`config.mk`:
```
export PLATFORM = sky130hd
export DESIGN_NAME = program_memory
export DESIGN_NICKNAME = d
export VERILOG_FILES = /design/src/rtl/program_memory_pkg.sv /design/src/rtl/program_memory_load_addr_gen.sv /design/src/rtl/program_memory.sv
export SDC_FILE = /design/constraint.sdc
export NUM_CORES = 1
export LEC_CHECK = 0
export ABC_AREA = 1
export CORE_ASPECT_RATIO = 1.2
export CORE_MARGIN = 4
export CORE_UTILIZATION = 35
export DETAILED_ROUTE_END_ITERATION = 10
export SLEW_MARGIN = 20
export SYNTH_ARGS = -nofsm -noshare
export SYNTH_HDL_FRONTEND = slang
export SYNTH_HIERARCHICAL = 1
export SYNTH_SLANG_ARGS = --single-unit
```
`constraint.sdc`:
```
create_clock -name clk -period 2.2 [get_ports clk]
set_clock_uncertainty 0.05 [all_clocks]
set_input_delay 0.66 -clock clk [delete_from_list [all_inputs] [get_ports clk]]
set_output_delay 0.66 -clock clk [all_outputs]
set_load 0.02 [all_outputs]
```
`src/rtl/program_memory_pkg.sv`:
```
// Shared types and default geometry for the program memory block.
package program_memory_pkg;

    localparam int unsigned DEF_ADDR_W  = 4;
    localparam int unsigned DEF_INSTR_W = 8;
    localparam int unsigned DEF_OPND_W  = 4;

    typedef enum logic [1:0] {
        ST_IDLE = 2'd0,
        ST_LOAD = 2'd1,
        ST_RUN  = 2'd2
    } state_t;

endpackage

```
`src/rtl/program_memory_load_addr_gen.sv`:
```
// Loader bookkeeping: auto-increment write pointer, wrap flag and accepted-word count.
module load_addr_gen #(
    parameter int unsigned ADDR_W = 4
) (
    input  logic              clk,
    input  logic              reset,
    input  logic              clear,
    input  logic              accept,
    input  logic              auto_inc,
    output logic [ADDR_W-1:0] ptr,
    output logic [ADDR_W:0]   count,
    output logic              wrap
);

    localparam logic [ADDR_W:0] FULL = {1'b1, {ADDR_W{1'b0}}};

    // Clear on reset or LOAD entry; count every accepted word, advance pointer on auto words only.
    always_ff @(posedge clk) begin
        if (reset || clear) begin
            ptr   <= '0;
            count <= '0;
            wrap  <= 1'b0;
        end else if (accept) begin
            if (count != FULL) begin
                count <= count + 1'b1;
            end
            if (auto_inc) begin
                ptr <= ptr + 1'b1;
                if (&ptr) begin
                    wrap <= 1'b1;
                end
            end
        end
    end

endmodule

```
`src/rtl/program_memory.sv`:
```
// Loadable program/data memory with LOAD/RUN phases and CPU read/write strobes.
module program_memory
    import program_memory_pkg::*;
#(
    parameter int unsigned ADDR_W  = DEF_ADDR_W,
    parameter int unsigned INSTR_W = DEF_INSTR_W,
    parameter int unsigned OPND_W  = DEF_OPND_W
) (
    input  logic               clk,
    input  logic               reset,
    input  logic               load_mode,
    input  logic               ld_valid,
    output logic               ld_ready,
    input  logic               ld_auto,
    input  logic [ADDR_W-1:0]  ld_addr,
    input  logic [INSTR_W-1:0] ld_data,
    output logic [ADDR_W:0]    ld_count,
    output logic               ld_wrap,
    output logic               run_en,
    input  logic [ADDR_W-1:0]  mar_addr,
    input  logic               ce_ir,
    input  logic               ce_a,
    input  logic               ce_tmp,
    input  logic               we_a,
    input  logic [OPND_W-1:0]  wr_data,
    output logic [INSTR_W-1:0] ir_q,
    output logic [OPND_W-1:0]  a_q,
    output logic [OPND_W-1:0]  tmp_q,
    output logic               err
);

    localparam int unsigned DEPTH = 2 ** ADDR_W;

    state_t              state;
    logic [INSTR_W-1:0]  mem [DEPTH];
    logic                in_load;
    logic                in_run;
    logic                load_entry;
    logic                accept;
    logic                cpu_access;
    logic [ADDR_W-1:0]   ptr;
    logic [ADDR_W-1:0]   wr_addr;

    assign in_load    = (state == ST_LOAD);
    assign in_run     = (state == ST_RUN);
    assign load_entry = !in_load && load_mode;
    assign accept     = ld_valid && in_load;
    assign cpu_access = ce_ir || ce_a || ce_tmp || we_a;
    assign wr_addr    = ld_auto ? ptr : ld_addr;

    load_addr_gen #(
        .ADDR_W(ADDR_W)
    ) u_addr_gen (
        .clk      (clk),
        .reset    (reset),
        .clear    (load_entry),
        .accept   (accept),
        .auto_inc (ld_auto),
        .ptr      (ptr),
        .count    (ld_count),
        .wrap     (ld_wrap)
    );

    // Phase sequencing; ld_ready/run_en are registered alongside the state.
    always_ff @(posedge clk) begin
        if (reset) begin
            state    <= ST_IDLE;
            ld_ready <= 1'b0;
            run_en   <= 1'b0;
        end else begin
            case (state)
                ST_IDLE, ST_RUN: begin
                    if (load_mode) begin
                        state    <= ST_LOAD;
                        ld_ready <= 1'b1;
                        run_en   <= 1'b0;
                    end else begin
                        state    <= ST_RUN;
                        ld_ready <= 1'b0;
                        run_en   <= 1'b1;
                    end
                end
                ST_LOAD: begin
                    if (!load_mode) begin
                        state    <= ST_RUN;
                        ld_ready <= 1'b0;
                        run_en   <= 1'b1;
                    end
                end
                default: begin
                    state    <= ST_IDLE;
                    ld_ready <= 1'b0;
                    run_en   <= 1'b0;
                end
            endcase
        end
    end

    // Storage: full-word loader writes in LOAD, operand-only CPU writes in RUN; never cleared by reset.
    always_ff @(posedge clk) begin
        if (!reset) begin
            if (accept) begin
                mem[wr_addr] <= ld_data;
            end else if (in_run && we_a) begin
                mem[mar_addr][OPND_W-1:0] <= wr_data;
            end
        end
    end

    // CPU read registers; non-blocking reads see pre-write data on a same-address we_a.
    always_ff @(posedge clk) begin
        if (reset) begin
            ir_q  <= '0;
            a_q   <= '0;
            tmp_q <= '0;
        end else if (in_run) begin
            if (ce_ir) begin
                ir_q <= mem[mar_addr];
            end
            if (ce_a) begin
                a_q <= mem[mar_addr][OPND_W-1:0];
            end
            if (ce_tmp) begin
                tmp_q <= mem[mar_addr][OPND_W-1:0];
            end
        end
    end

    // Sticky protocol error for strobes issued in the wrong phase.
    always_ff @(posedge clk) begin
        if (reset) begin
            err <= 1'b0;
        end else if ((cpu_access && !in_run) || (ld_valid && !in_load)) begin
            err <= 1'b1;
        end
    end

endmodule

```
==> results.ini <==
[setup_path]
rr_startpoint=run_en$_SDFFE_PP0P_
critPathLaunchType=register
setup.worst_path.end_class=output port
critPathBufInv=1
crit_required_ps=1490
slowest_stage=clkdlybuf4s50_1
worstReg2RegEnd=mem[15][7]$_DFFE_PP_
reg2regPathDepth=10
crit_fanout=2
cpPeakStageDelay_ps=620
crit_family=buffers and inverters
cp_cell_sequence=clkdlybuf4s50_1
arrival_ps=1420
worstSetupPathType=register to output port
r2r_setup_slack_ps=150

[timing]
rsz0062_at_grt=false
fin_crit_sh_pct=96.72
setup_violations=0
hold_viol_final=0
tightest_slew_ps=442.9
slew_violations=0
fin_crit_ps=2128
slew_headroom_pct=70.47
max_freq_ghz=0.4700
whs_ps=399.0
setup_ws_ps=72.13

[final_layout]
antennaDiodeCount=0
fill_cells=1906
fin_area_um2=9146
nets=922
syn_to_final_growth_pct=27.73
drive_gt1_share_pct=16.39

[clocking]
cts_buffer_depth=2
path_clk_slew_ps=70
clkSinkCount=157
cts-buffers-inserted=17
htreeDepth=4
cts_tree=done
clock_latency_ps=420
cts_root_buf=clkbuf_16
cts_hold_buf=0

[yosys]
async_flop_share_pct=0
synthXorXnorAreaFrac_pct=0
netlist_area_um2=7161
synth_top_area_cell=edfxtp_1
ys.flop_type=edfxtp_1
synth-edff-count=128
synth_cell_types=24
yosys.cell_count.top_type=nand2_1
synthesis.nets=816
synthTopCellsByCount=264 x nand2_1, 128 x edfxtp_1, 111 x inv_1
syn_inst=784
synth_simple_gate_area_share_pct=26.09
synth_top_area_share_pct=53.68
ys_ff_latch=157
ys_seq_area_share_pct=61.79
synth_top_family_by_area=simple AND/OR/NAND/NOR gates
synth.avg_cell_area_um2=9.133
yosys_warnings=6
synth_compound_area_share_pct=3.128
synthTopCellsByArea=edfxtp_1 54%, nand2_1 14%, dfxtp_1 8.1%
synth_mux_area_share_pct=0
synth_adder_area_share_pct=0.5242

[routing]
vias=5250
dr.pass1.iters=6
wl_um=16990
ant_nets=0
wl_per_cell_um=14.54
viasPerCell=4.495
drtIter0Drc=412
drc=0

[job]
drv_cap=0

[min_path]
hold_path_depth=2
min_from=u_addr_gen/wrap$_SDFFE_PP0P_
min_path_type=register to register
holdPathEnd=u_addr_gen/wrap$_SDFFE_PP0P_

[grt]
antenna_found_initial=0
grt_max_degree=56
first_global_vias=5108
gr-total-overflow=0
grt_pass1_wl_um=26460
track_usage_pct=15.20

[status]
outcome=finished clean

[pwr]
powerDensity_nw_per_um2=726.5
leakage_nw=3.959
ir_drop_mv=0.3907

[die]
rows=57
initial_core_util_pct=35.48
die_x_um=138.6
dieHeight_um=164.7
design.core.area_um2=20180
pin_count=54
dieArea_um2=22820

[placement]
io_buffers=53
place_congestion=0.9120
hpwl_um=11980
place_ws_ps=-529.5
dpl_cell_area_um2=8459

[per-layer routing]
metal  wire length, um  GRT usage, %
met3               564         2.838
met4               525         7.323
met1              7091         17.93
met2              8804         26.87
met5                 0             0
[flip-flops by register name (all words and copies together) (netlist names)]
name and count:
a_q 4, u_addr_gen/ptr 4, u_addr_gen/wrap 1, tmp_q 4, u_addr_gen/count 5, err 1, ir_q 8, state 1
mem 128, run_en 1
[cells in the final DEF (no fill, tap or decap), drive strengths merged, types with 4 or more instances in the layout]
| master | instances |
|---|---|
| nand2 | 267 |
| edfxtp | 128 |
| inv | 122 |
| nand3 | 104 |
| nor2 | 70 |
| buf | 68 |
| clkdlybuf4s50 | 43 |
| dfxtp | 29 |
| clkbuf | 17 |
| o21a | 16 |
| a21oi | 10 |
| o21ai | 7 |
| clkinv | 6 |
| dlymetal6s2s | 5 |
| dlygate4sd2 | 4 |
[worst max path at each step]
stage / from / endpoint / slack, ps / cells past startpoint
finish: ir_q[1]$_SDFFE_PP0P_ / ir_q[1] / 70 / 1
global route: tmp_q[1]$_SDFFE_PP0P_ / tmp_q[1] / 20 / 1
CTS: ld_auto / mem[8][5]$_DFFE_PP_ / 7 / 11
detailed placement: reset / mem[15][7]$_DFFE_PP_ / -530 / 10
global placement: reset / mem[13][6]$_DFFE_PP_ / -520 / 10
floorplan: reset / mem[6][0]$_DFFE_PP_ / 190 / 8
[kinds of logic after synthesis]
kind of cell	after synthesis
AO/OA/AOI/OAI	33
adder cells (fa/ha/maj)	3
buffers and inverters	149
flip-flops	157
AND/OR/NAND/NOR	442
[repair_timing]
| item | CTS | global route |
|---|---|---|
| buffers inserted | 0 | 2 |
| pin swaps | 0 | 11 |
| endpoints found under the setup margin | 112 | 112 |
| gates resized for setup | 10 | 31 |
| cloned | 0 | 0 |
[stage by stage]
stage	TNS, ps	total power [mW]	utilization [%]	std cells
after floorplan	0	3.643	-	784
after global placement	-71210	3.930	41.91	1134
after detailed placement	-74970	3.932	41.91	1134
after CTS	0	6.693	44.77	1166
after global routing	0	6.921	45.32	1168
final	0	6.645	45.32	1168
[layout make-up]
| class | instances | area (um2) | area share, % |
|---|---|---|---|
| Timing Repair Buffer | 120 | 1169 | 12.78 |
| Sequential cell | 157 | 4425 | 48.39 |
| Clock buffer | 17 | 425.4 | 4.651 |
| Tap cell | 265 | 331.6 | 3.625 |
| Multi-Input combinational cell | 478 | 2223 | 24.31 |
| Clock inverter | 15 | 136.4 | 1.491 |
| Inverter | 116 | 435.4 | 4.761 |
[report_power, final]
part | switching [mW] | internal, mW | total [mW]
Combinational | 0.377 | 0.246 | 0.623
Clock | 1.19 | 1.57 | 2.76
Sequential | 0.0148 | 3.24 | 3.26
Total | 1.58 | 5.06 | 6.64
Note: power is estimated with default switching activity, not from simulation.
